===== src/rtl/axis_rr_arbiter_if.sv =====
// rtl/axis_rr_arbiter_if.sv - stream bundle shared between requesters, the arbiter and the sink
//
// Purpose: carries the N request streams (s_*) and the single output stream (m_*)
// of axis_rr_arbiter.
//
// Modports:
//   master - environment view: drives s_valid/s_data/s_last and m_ready,
//            observes s_ready and the m_* beat.
//   slave  - arbiter view: the mirror image of master.
//
// Signals:
//   s_valid [N]        per-channel valid
//   s_ready [N]        per-channel ready, at most one bit set
//   s_data  [N*WIDTH]  channel i at [i*WIDTH +: WIDTH]
//   s_last  [N]        per-channel packet end
//   m_valid, m_ready   output handshake
//   m_data  [WIDTH]    output beat
//   m_last             registered packet end of the output beat
//   m_id    [ID_BITS]  source channel of the output beat

interface axis_rr_arbiter_if #(
   parameter int N       = 4,
   parameter int WIDTH   = 8,
   parameter int ID_BITS = 2
);
   logic [N-1:0]       s_valid;
   logic [N-1:0]       s_ready;
   logic [N*WIDTH-1:0] s_data;
   logic [N-1:0]       s_last;
   logic               m_valid;
   logic               m_ready;
   logic [WIDTH-1:0]   m_data;
   logic               m_last;
   logic [ID_BITS-1:0] m_id;

   modport master (
      output s_valid, s_data, s_last, m_ready,
      input  s_ready, m_valid, m_data, m_last, m_id
   );

   modport slave (
      input  s_valid, s_data, s_last, m_ready,
      output s_ready, m_valid, m_data, m_last, m_id
   );
endinterface


===== src/rtl/axis_rr_arbiter.sv =====
// rtl/axis_rr_arbiter.sv - N-to-1 round-robin stream arbiter with burst limit and registered output
//
// Purpose: shares one stream sink between N requesters. Grants rotate round-robin
// starting after the previous winner; a grant ends after MAX_BURST beats or when
// the granted source drops valid. One idle arbitration cycle separates grants.
//
// Optional feature macro: ARB_LAST_LOCK_EN
//   defined   - a grant is held until a beat with s_last=1 is accepted (packet-atomic),
//               ignoring the burst limit and valid gaps; m_last mirrors s_last.
//   undefined - s_last is ignored and m_last is 0.
//
// Ports:
//   clk      clock
//   rst      synchronous reset, active-high
//   bus      axis_rr_arbiter_if.slave (s_* requests in, m_* beat out)
//   grant_oh one-hot current grant, 0 while idle
//   busy     1 while a grant is held or an output beat is pending

module axis_rr_arbiter #(
   parameter int N         = 4,
   parameter int WIDTH     = 8,
   parameter int MAX_BURST = 16,
   parameter int ID_BITS   = 2
) (
   input  logic            clk,
   input  logic            rst,
   axis_rr_arbiter_if.slave bus,
   output logic [N-1:0]    grant_oh,
   output logic            busy
);
   localparam int CNT_BITS = $clog2(MAX_BURST + 1);

   typedef enum logic {IDLE, GRANT} state_t;

   state_t              state, state_next;
   logic [ID_BITS-1:0]  g, g_next;
   logic [ID_BITS-1:0]  last_grant, last_next;
   logic [CNT_BITS-1:0] burst_cnt, cnt_next;

   logic                any_valid;
   logic [ID_BITS-1:0]  pick;
   logic                g_valid;
   logic                g_last;
   logic [WIDTH-1:0]    g_data;
   logic                out_ready;
   logic                take;
   logic                release_grant;

   logic                m_valid_q;
   logic [WIDTH-1:0]    m_data_q;
   logic [ID_BITS-1:0]  m_id_q;
   logic                m_last_q;

   // Round-robin scan from last_grant+1 with explicit wrap, so non-power-of-2 N
   // never produces an index >= N.
   always_comb begin
      any_valid = 1'b0;
      pick      = '0;
      for (int k = 1; k <= N; k++) begin
         int                 idx;
         logic [ID_BITS-1:0] cand;
         idx = int'(last_grant) + k;
         if (idx >= N) begin
            idx = idx - N;
         end
         cand = ID_BITS'(idx);
         if (!any_valid && bus.s_valid[cand]) begin
            any_valid = 1'b1;
            pick      = cand;
         end
      end
   end

   // Granted channel's request fields, selected with constant indices.
   always_comb begin
      g_valid = 1'b0;
      g_last  = 1'b0;
      g_data  = '0;
      for (int i = 0; i < N; i++) begin
         if (g == ID_BITS'(i)) begin
            g_valid = bus.s_valid[i];
            g_last  = bus.s_last[i];
            g_data  = bus.s_data[i*WIDTH +: WIDTH];
         end
      end
   end

   // The output register can take a beat when empty or draining this cycle.
   assign out_ready = ~m_valid_q | bus.m_ready;
   assign take      = (state == GRANT) && g_valid && out_ready && !rst;

`ifdef ARB_LAST_LOCK_EN
   assign release_grant = take && g_last;
`else
   assign release_grant = (take && (burst_cnt == CNT_BITS'(MAX_BURST - 1))) || !g_valid;
`endif

   // Ready is gated by rst so no beat is accepted in the reset cycle.
   always_comb begin
      bus.s_ready = '0;
      grant_oh    = '0;
      for (int i = 0; i < N; i++) begin
         if ((state == GRANT) && (g == ID_BITS'(i))) begin
            grant_oh[i]    = 1'b1;
            bus.s_ready[i] = out_ready && !rst;
         end
      end
   end

   always_comb begin
      state_next = state;
      g_next     = g;
      last_next  = last_grant;
      cnt_next   = burst_cnt;
      case (state)
         IDLE: begin
            if (any_valid) begin
               state_next = GRANT;
               g_next     = pick;
               cnt_next   = '0;
            end
         end
         GRANT: begin
            if (take) begin
               cnt_next = burst_cnt + 1'b1;
            end
            if (release_grant) begin
               state_next = IDLE;
               last_next  = g;
            end
         end
         default: state_next = IDLE;
      endcase
   end

   always_ff @(posedge clk) begin
      if (rst) begin
         state      <= IDLE;
         g          <= '0;
         last_grant <= ID_BITS'(N - 1);
         burst_cnt  <= '0;
      end else begin
         state      <= state_next;
         g          <= g_next;
         last_grant <= last_next;
         burst_cnt  <= cnt_next;
      end
   end

   // Output stage: load on transfer, clear when drained, hold while stalled.
   always_ff @(posedge clk) begin
      if (rst) begin
         m_valid_q <= 1'b0;
         m_data_q  <= '0;
         m_id_q    <= '0;
         m_last_q  <= 1'b0;
      end else if (take) begin
         m_valid_q <= 1'b1;
         m_data_q  <= g_data;
         m_id_q    <= g;
`ifdef ARB_LAST_LOCK_EN
         m_last_q  <= g_last;
`else
         m_last_q  <= 1'b0;
`endif
      end else if (bus.m_ready) begin
         m_valid_q <= 1'b0;
      end
   end

   assign bus.m_valid = m_valid_q;
   assign bus.m_data  = m_data_q;
   assign bus.m_id    = m_id_q;
   assign bus.m_last  = m_last_q;
   assign busy        = (state == GRANT) || m_valid_q;

endmodule

===== src/flat_wrapper.sv =====
// flat-port wrapper written by rule: the top's interface ports become plain ports
module axis_rr_arbiter_flat 
#(
   parameter int N         = 4,
   parameter int WIDTH     = 8,
   parameter int MAX_BURST = 16,
   parameter int ID_BITS   = 2
)
  (clk, rst, grant_oh, busy, bus_s_valid, bus_s_data, bus_s_last, bus_m_ready, bus_s_ready, bus_m_valid, bus_m_data, bus_m_last, bus_m_id);
  axis_rr_arbiter_if #(.N(N), .WIDTH(WIDTH), .ID_BITS(ID_BITS)) bus_i ();
  input  logic clk;
  input  logic rst;
  output logic [N-1:0] grant_oh;
  output logic busy;
  input wire logic [$bits(bus_i.s_valid)-1:0] bus_s_valid;
  input wire logic [$bits(bus_i.s_data)-1:0] bus_s_data;
  input wire logic [$bits(bus_i.s_last)-1:0] bus_s_last;
  input wire logic [$bits(bus_i.m_ready)-1:0] bus_m_ready;
  output wire logic [$bits(bus_i.s_ready)-1:0] bus_s_ready;
  output wire logic [$bits(bus_i.m_valid)-1:0] bus_m_valid;
  output wire logic [$bits(bus_i.m_data)-1:0] bus_m_data;
  output wire logic [$bits(bus_i.m_last)-1:0] bus_m_last;
  output wire logic [$bits(bus_i.m_id)-1:0] bus_m_id;
  assign bus_i.s_valid = bus_s_valid;
  assign bus_i.s_data = bus_s_data;
  assign bus_i.s_last = bus_s_last;
  assign bus_i.m_ready = bus_m_ready;
  assign bus_s_ready = bus_i.s_ready;
  assign bus_m_valid = bus_i.m_valid;
  assign bus_m_data = bus_i.m_data;
  assign bus_m_last = bus_i.m_last;
  assign bus_m_id = bus_i.m_id;
  axis_rr_arbiter #(.N(N), .WIDTH(WIDTH), .MAX_BURST(MAX_BURST), .ID_BITS(ID_BITS)) u_core (.clk(clk), .rst(rst), .bus(bus_i), .grant_oh(grant_oh), .busy(busy));
endmodule

===== config.mk =====
export PLATFORM = sky130hd
export DESIGN_NAME = axis_rr_arbiter_flat
export DESIGN_NICKNAME = d
export VERILOG_FILES = /design/src/rtl/axis_rr_arbiter_if.sv /design/src/rtl/axis_rr_arbiter.sv /design/src/flat_wrapper.sv
export SDC_FILE = /design/constraint.sdc
export NUM_CORES = 1
export LEC_CHECK = 0
export CORE_MARGIN = 4
export CORE_UTILIZATION = 47
export DETAILED_ROUTE_END_ITERATION = 6
export DONT_BUFFER_PORTS = 1
export PLACE_DENSITY = 0.59
export SLEW_MARGIN = 10
export SYNTH_ARGS = -nofsm -noshare
export SYNTH_HDL_FRONTEND = slang
export SYNTH_SLANG_ARGS = --single-unit

===== constraint.sdc =====
create_clock -name clk -period 2.49 [get_ports clk]
set_clock_uncertainty 0.2 [all_clocks]
set_input_delay 0.498 -clock clk [delete_from_list [all_inputs] [get_ports clk]]
set_output_delay 0.498 -clock clk [all_outputs]
set_load 0.05 [all_outputs]

# Word level (Yosys, flattened, before mapping)
# Cells that the tools add are included.
# op_classes
n_eq_ne	6
bitwise	3
n_reduce_logical	24
n_addsub	9
muxes	44
order_cmp	8
# op_table
operator	count
$mux W8	4
$mux W1	24
$mux W2	8
$logic_and A1 B1 Y1	12
$lt A2 B3 Y1 const B	4
$mux W5	2
$pmux W5 S2	1
$ge A3 B3 Y1 const B	3
$bmux W1 S2	4
$sub A2 B1 Y2 const B	4
$add A2 B2 Y3 const B	2
$reduce_and A2 Y1	3
$add A5 B1 Y5 const B	1
$eq A5 B4 Y1 const B	1
$logic_not A1 Y1	5
$add A2 B3 Y4 const B	1
$eq A2 B2 Y1 const B	2
$ge A4 B3 Y1 const B	1
$add A2 B1 Y3 const B	1
$eq A2 B1 Y1 const B	1
$logic_not A2 Y1	1
$logic_or A1 B1 Y1	2
$ne A2 B1 Y1 const B	1
$ne A2 B2 Y1 const B	1
other kinds (4)	5
# totals
out_inout_bits	21
regBits	21
in_bits	43
wordCells	101

# Depth between registers and ports, before layout
# Gate-level depths: netlist of the first run.
# logic_depth
word_depth	17
mapped_depth	6
depth_no_buf	6

# Least setup slack after synthesis of the first run
# No wires, ideal clock.
# synth_path
path_type	reg2out
start	register u_core.g[0]
end	output port bus_s_ready[1]
n_path_buf	2
t_required_ns	1.792
stages_incl_launch_ff	5
arrival_time_ns	2.062
setup_slack_ns	-0.270
path_cell_list	dfxtp_1 > buf_2 > buf_1 > inv_1 > nor3_1
# synth_via
elab_chain_len	3
# synth_lines
element	line	source
start: declaration	axis_rr_arbiter.sv:36	logic [ID_BITS-1:0] g, g_next;
start signal: assignment	axis_rr_arbiter.sv:144	g <= g_next;
$eq A2 B1 Y1	axis_rr_arbiter.sv:103	if ((state == GRANT) && (g == ID_BITS'(i))) begin
$logic_and A1 B1 Y1	axis_rr_arbiter.sv:103	
$mux W1	axis_rr_arbiter.sv:103	
end: declaration	flat_wrapper.sv:19	output wire logic [$bits(bus_i.s_ready)-1:0] bus_s_ready;
# Every way passes these cells.

# Final worst setup path of the first run
# layout_path
start	register u_core.state
end	output port bus_s_ready[2]
# layout_via
elab_chain_len	2
# layout_lines
element	line	source
start: declaration	axis_rr_arbiter.sv:35	state_t state, state_next;
start signal: assignment	axis_rr_arbiter.sv:143	state <= state_next;
$logic_and A1 B1 Y1	axis_rr_arbiter.sv:103	
$mux W1	axis_rr_arbiter.sv:103	
# Every way passes these cells.

==> results of run 1 <==
-- area by class of cell --
type	count	area, sq um	area share, %
Clock buffer	3	22.52	1.700
Clock inverter	1	5.005	0.3777
Inverter	5	18.77	1.416
Multi-Input combinational cell	102	737.0	55.62
Sequential cell	21	421.7	31.82
Tap cell	30	37.54	2.833
Timing Repair Buffer	11	82.58	6.232
-- worst min path at each step --
stage,start,depth (start not counted),endpoint
after floorplan,u_core.burst_cnt[4]$_SDFFE_PP0P_,2,u_core.burst_cnt[4]$_SDFFE_PP0P_
after global placement,u_core.burst_cnt[4]$_SDFFE_PP0P_,2,u_core.burst_cnt[4]$_SDFFE_PP0P_
after detailed placement,u_core.burst_cnt[4]$_SDFFE_PP0P_,2,u_core.burst_cnt[4]$_SDFFE_PP0P_
after CTS,rst,1,u_core.bus.m_data[0]$_SDFFE_PP0P_
after global routing,rst,1,u_core.state$_SDFF_PP0_
final,rst,1,u_core.state$_SDFF_PP0_
-- timing repair --
action	CTS	global route
endpoints found under the setup margin	0	1
gates resized for setup	0	1
hold buffers	0	0
-- power by group through the flow --
stage / Clock (mW) / Sequential, mW / Combinational [mW]
floorplan: 0 / 0.395 / 0.163
global placement: 0 / 0.401 / 0.185
detailed placement: 0 / 0.402 / 0.189
CTS: 0.170 / 0.395 / 0.189
global route: 0.187 / 0.398 / 0.204
finish: 0.166 / 0.395 / 0.188
-- logic make-up (layout without fill, tap and decap cells) --
family,Yosys count,count (layout),synth area share (%)
and+or+nand+nor,62,62,25.57
AOI/OAI and AO/OA,26,26,12.42
DFF,21,21,34.50
buffers and inverters,16,20,6.263
muxes,11,11,18.89
adders and majority gates,2,2,2.053
other,1,1,0.3077
-- critical path: stages (launching register included) --
cell and delay, ns:
dfxtp_2 0.45, and2b_1 0.23, nand2_1 0.16, nor3b_2 0.18, buf_4 0.21
-- sequential cells by signal, indices dropped and copies added (netlist names) --
register and count:
u_core.bus.m_id 2, u_core.g 2, u_core.last_grant 2, u_core.bus.m_data 8, u_core.bus.m_valid 1, u_core.burst_cnt 5, u_core.state 1
-- metal layers --
metal	vias to the layer above	global-route usage [%]
li1	506	-
met1	497	20.71
met2	39	28.08
met3	0	5.482
met4	0	0.9709
met5	-	0
-- Yosys cell counts (all sizes together) --
library cell	count	area [sq um]
nor3	4	20.02
o221ai	1	8.760
nand2	23	86.33
or4	1	7.510
nor2	8	30.03
nand3b	2	15.01
nor4	1	6.260
inv	5	18.77
nor3b	1	7.510
conb	1	3.750
mux4	9	210.2
or2b	1	7.510
buf	7	42.54
a211oi	2	15.01
a31oi	3	18.77
a21oi	17	85.08
clkbuf	4	15.01
o22a	1	8.760
ha	2	25.02
or2	2	12.51
and2b	1	7.510
o22ai	1	6.260
and3	3	18.77
nand2b	4	25.02
dfxtp	21	420.4
a2111oi	1	8.760
nand3	11	67.57
mux2i	2	20.02
==> results by group, run 1 <==
Drt
  – Total Wirelength: 2859 um
  – Drc violations: 0
  – Highest routed metal layer: met3
  – DRT iter0 DRCs: 43
  – DR vias: ~1,000
  – Post-route ant nets: 0
  – Routed len/inst: approximately 17 um
  – Met2 wire len: roughly 1400 um
  – Via-to-Cell Ratio: 6.023
  – Metal-1 WL: approximately 1200 um
  – 1st-pass router iterations: 5
  – Metal3 WL: approximately 240 um

Timing
  – Hold slack: approximately 0.044 ns
  – Worst slew margin: 64.30%
  – Setup TNS: 0 ns
  – Fin crit share: 89.81%
  – Max Slew Vio Count: 0
  – Endpoints failing setup: 0
  – Highest attainable clock frequency: between 400 and 500 MHz
  – Final worst setup slack: between 0.2 and 0.3 ns
  – Fin. Hold Viols: 0
  – RSZ-0062 raised after global routing: false
  – Slew @ Worst Pin: ~0.53 ns
  – Crit path time final: around 2.2 ns

Final layout
  – Layout Utilization: approximately 53%
  – Ant. Diodes: 0
  – Finished Layout Cells: between 150 and 200
  – Cell area after layout: 0.001325 sq mm
  – Most frequent cells in the layout: nand2_1, dfxtp_1, a21oi_1
  – Most common cell after layout, fill and taps aside: nand2_1
  – Fillcell total: roughly 240
  – Share of layout cells above drive strength 1: just over 20%
  – Area grow syn2layout: 8.727%
  – Final nets: 189

Logic synthesis
  – Synth Warn #: 0
  – Sequential area share after synthesis: ~34%
  – Synth Instances: between 100 and 150
  – Mean post-synth cell area: roughly 8.8 sq um
  – Synthesized area: between 0.001 and 0.0015 sq mm
  – Post-Syn Nets: approximately 180
  – Number of synthesized register bits: 21
  – Yosys cell types: 33

Setup path
  – Worst setup SP type: register
  – Worst Path Max Fanout: 10
  – WS Path Type: reg -> out
  – Reg2Reg Setup Slack: roughly 0.57 ns
  – WP data required: 1.79 ns
  – CP endpoint kind: output port
  – Reg2reg start: u_core.g[1]$_SDFFE_PP0P_
  – R2R Path End: u_core.burst_cnt[2]$_SDFFE_PP0P_
  – Crit path launch: u_core.state$_SDFF_PP0_
  – Critical Path End: bus_s_ready[2]
  – Critical path arrival: 1.54 ns
  – FF-to-FF path depth: 4

Global routing
  – Initial antenna violation count: 0
  – Largest net degree at the start of global routing: 25
  – Vias in the first global route: about 1,000
  – First-pass GRT wire length: around 4500 um
  – Total track usage: 16.29%
  – GRT overflow: 0

Die
  – Initial Util: 49.19%
  – Die area: between 0.003 and 0.004 sq mm
  – IO Pins: 64
  – Die span in x: 58.92 um
  – Die extent in y: a little under 60 um
  – Row cnt: 18
  – Core area: roughly 0.0025 sq mm

Power and ir drop
  – Leakage: about 0.46 nW
  – Switching power of the nets: between 0.2 and 0.3 mW
  – Sequential share of power: between 50% and 60%
  – Pwr dens: approximately 570 mW/mm^2
  – Logic pwr share: between 20% and 30%
  – Switching Fraction: between 30% and 40%
  – Clock share of power: 22.2%
  – Power Internal: approximately 0.5 mW
  – VDD IR-drop max: 0.4979 mV
  – Pwr Total: ~0.75 mW

CTS
  – H-Tree Depth: 1
  – Root Driver: clkbuf_4
  – Clock-pin slew on the worst setup and hold paths: about 0.12 ns
  – Skew-Pair Late Insertion Delay: about 0.3 ns
  – Clock sinks: 21
  – CTS tree: done
  – CTS Buffer Depth: 2
  – Postcts setup bufs: 0
  – Num CTS Buffers: 3

Placed design
  – RD Place Congestion: about 0.78
  – Setup WS pre-CTS: 0.4620 ns
  – DP Cell Count: approximately 170
  – Cell Area, Placed: about 0.0013 sq mm
  – Port bufs: 0
  – DP HPWL: 2204 um

Flow run
  – Max Cap Viol: 0

Outcome
  – Status: complete, no violations

Min path
  – Hold WC Path Type: in -> reg
Power figures use the tool's default switching activity.
==> run 2, diff against run 1 <==
--- a/config.mk
+++ b/config.mk
@@ -5,6 +5,8 @@
 export SDC_FILE = /design/constraint.sdc
 export NUM_CORES = 1
 export LEC_CHECK = 0
+export ABC_AREA = 1
+export CAP_MARGIN = 20
 export CORE_MARGIN = 4
 export CORE_UTILIZATION = 47
 export DETAILED_ROUTE_END_ITERATION = 6
==> results by group, run 2 <==
Outcome
  – Status: complete, no violations

Timing
  – Max Slew Vio Count: 0 (unchanged)
  – Endpoints failing setup: 0 (unchanged)
  – Final worst setup slack: 0.2182 ns (-0.03567 ns)
  – Highest attainable clock frequency: 440.2 MHz (-1.6%)
  – Crit path time final: 2.272 ns (+0.03567 ns)
  – Fin crit share: 91.24% (+1.4 points)
  – RSZ-0062 raised after global routing: false
  – Setup TNS: 0 ns (unchanged)
  – Worst slew margin: 64.34% (about the same)
  – Slew @ Worst Pin: 0.5342 ns (-0.0004874 ns)
  – Fin. Hold Viols: 0 (unchanged)

Logic synthesis
  – Synth Instances: 225 (+62%)
  – Synth area leaders: dfxtp_1, nand2_1, nor2_1
  – Yosys cell types: 29 (-12%)
  – Most common cell in the netlist: nand2_1
  – Number of synthesized register bits: 21 (unchanged)
  – Ys async rst share: 0% (unchanged)
  – Largest family of logic cells by synthesized area: simple AND/OR/NAND/NOR gates
  – Simple-Gate Fraction of Synth Area: 44.22% (+19 points)
  – Post-synthesis compound-gate area fraction: 13.77% (+1.3 points)
  – Top cells by count, synth: nand2_1, nor2_1, dfxtp_1
  – Synth Warn #: 0 (unchanged)
  – Most used DFF post-synth: dfxtp_1
  – Mean post-synth cell area: 6.300 sq um (-28%)
  – Multiplexer area fraction after synthesis: 0% (-19 points)
  – Adder-cell share of the synthesized area: 1.765% (-0.29 points)
  – Xor/xnor share of the synthesized area: 0.6178% (+0.62 points)
  – Post-synth top area share: 29.66% (-4.8 points)
  – Post-synth EDFFs: 0 (unchanged)
  – Sequential area share after synthesis: 29.66% (-4.8 points)
  – Synthesized area: 0.001418 sq mm (+16%)
  – Largest area contributor in the netlist: dfxtp_1
  – Post-Syn Nets: 270 (+47%)

Placed design
  – RD Place Congestion: 0.7932 (+2.3%)
  – Setup WS pre-CTS: 0.4898 ns (+0.02787 ns)
  – Cell Area, Placed: 0.001471 sq mm (+14%)
  – DP HPWL: 2772 um (+26%)
  – Port bufs: 0 (unchanged)

Global routing
  – Grt met1 use: 22.12% (+1.4 points)
  – Vias in the first global route: 1,388 (+39%)
  – Initial antenna violation count: 0 (unchanged)
  – Largest net degree at the start of global routing: 22 (-12%)
  – M3 GR Usage: 5.576% (+0.093 points)
  – Most used routing layer: met2
  – GRT overflow: 0 (unchanged)
  – Total track usage: 18.44% (+2.1 points)
  – Met2 Use GR: 32.41% (+4.3 points)
  – First-pass GRT wire length: 6016 um (+35%)

Setup path
  – FF-to-FF path depth: 8 (+4)
  – Worst setup SP type: register
  – Critical path arrival: 1.57 ns (+0.03 ns)
  – R2R Path End: u_core.bus.m_id[1]$_SDFFE_PP0P_
  – WP data required: 1.79 ns (about the same)
  – CP endpoint kind: output port
  – WS Path Type: reg -> out
  – Reg2reg start: u_core.g[0]$_SDFFE_PP0P_
  – Reg2Reg Setup Slack: 0.47 ns (-0.10 ns)
  – Worst Path Max Fanout: 9 (-1)

Die
  – Die span in x: 62.92 um (+6.8%)
  – Die area: 0.003959 sq mm (+14%)
  – Die extent in y: 62.92 um (+6.8%)
  – Row cnt: 19 (+1)
  – IO Pins: 64 (unchanged)
  – Initial Util: 50.11% (+0.92 points)
  – Core area: 0.002829 sq mm (+14%)

CTS
  – Hold-fix buffers at CTS: 0 (unchanged)
  – Root Driver: clkbuf_4
  – Clock sinks: 21 (unchanged)
  – Skew-Pair Late Insertion Delay: 0.30 ns (about the same)
  – Postcts setup bufs: 0 (unchanged)
  – Post-CTS Resized: 0 (unchanged)
  – CTS tree: done
  – CTS Buffer Depth: 2 (unchanged)
  – Num CTS Buffers: 3 (unchanged)
  – H-Tree Depth: 1 (unchanged)
  – Clock-pin slew on the worst setup and hold paths: 0.12 ns (about the same)

Drt
  – DR vias: 1,408 (+35%)
  – Drc violations: 0 (unchanged)
  – Via-to-Cell Ratio: 5.374 (-11%)
  – 1st-pass router iterations: 4 (-1)
  – Routed len/inst: 13.60 um (-18%)
  – Total Wirelength: 3563 um (+25%)
  – Post-route ant nets: 0 (unchanged)
  – DRT iter0 DRCs: 89 (+110%)

Power and ir drop
  – Leakage: 0.7260 nW (+56%)
  – Pwr dens: 1226 mW/mm^2 (+120%)
  – VDD IR-drop max: 0.5666 mV (+14%)

Final layout
  – Most common cell after layout, fill and taps aside: nand2_1
  – Final nets: 277 (+47%)
  – Layout Utilization: 53.16% (-0.32 points)
  – Area grow syn2layout: 6.090%
  – Cell area after layout: 0.001504 sq mm (+14%)
  – Share of layout cells above drive strength 1: 15.58% (-4.7 points)
  – Ant. Diodes: 0 (unchanged)
  – Largest register FFs: 8 (unchanged)
  – Most frequent cells in the layout: nand2_1, nor2_1, dfxtp_1

Min path
  – Hold Path Depth: 1 (unchanged)
  – WHS Endpoint: u_core.bus.m_data[6]$_SDFFE_PP0P_
  – Hold_sp: rst
  – Hold WC Path Type: in -> reg

Flow run
  – Max Cap Viol: 0 (unchanged)
-- run 2: kinds of logic (layout without fill, tap and decap cells) --
group | Yosys count | count (layout)
adder cells (fa/ha/maj) | 2 | 2
AO/OA/AOI/OAI | 31 | 31
other | 1 | 1
buffers and inverters | 29 | 35
AND/OR/NAND/NOR | 140 | 140
XOR/XNOR | 1 | 1
flip-flops | 21 | 21
-- run 2: layout make-up --
cell class / instances / area, sq um
clock buffer: 3 / 22.52
clock inverter: 1 / 5.005
fill: 293 / 1325
inverter: 22 / 85.08
multi-input combinational: 175 / 864.6
sequential: 21 / 420.4
tap: 31 / 38.79
timing repair buffer: 9 / 67.56
-- run 2: metal layers --
metal	vias up	share of wire [%]
li1	736	-
met2	48	48
met1	622	45
met3	2	7.4
met4	0	0.34
met5	-	0
-- run 2: worst max-delay path, stage by stage (launching register included) --
cell and delay [ns]:
dfxtp_1 0.38, inv_2 0.12, nor2_1 0.11, inv_1 0.08, nor2_4 0.13, inv_1 0.11, nor2_1 0.12, buf_4 0.21
-- run 2: stage by stage --
| step | std cells | hold slack (ns) | power, mW |
|---|---|---|---|
| after floorplan | 225 | 0.2188 | 1.498 |
| after global placement | 258 | 0.2349 | 1.660 |
| after detailed placement | 258 | 0.2389 | 1.685 |
| after CTS | 262 | 0.03340 | 1.854 |
| after global routing | 262 | 0.02435 | 2.009 |
| final | 262 | 0.04817 | 1.844 |
-- run 2: report_power, final --
part           internal [mW]  switching (mW)
sequential             0.414           0.240
combinational          0.313           0.714
clock                 0.0599           0.104
-- run 2: worst max path at each step --
stage               cells past startpoint  slack [ns]                                end                             from
finish                                  7        0.22                     bus_s_ready[0]          u_core.state$_SDFF_PP0_
global route                            7        0.06                     bus_s_ready[0]          u_core.state$_SDFF_PP0_
CTS                                     7        0.14                     bus_s_ready[0]          u_core.state$_SDFF_PP0_
detailed placement                      6        0.49                     bus_s_ready[0]                              rst
global placement                        7        0.53  u_core.bus.m_data[1]$_SDFFE_PP0P_         u_core.g[0]$_SDFFE_PP0P_
floorplan                               5        0.22                     bus_s_ready[0]  u_core.bus.m_valid$_SDFFE_PP0P_
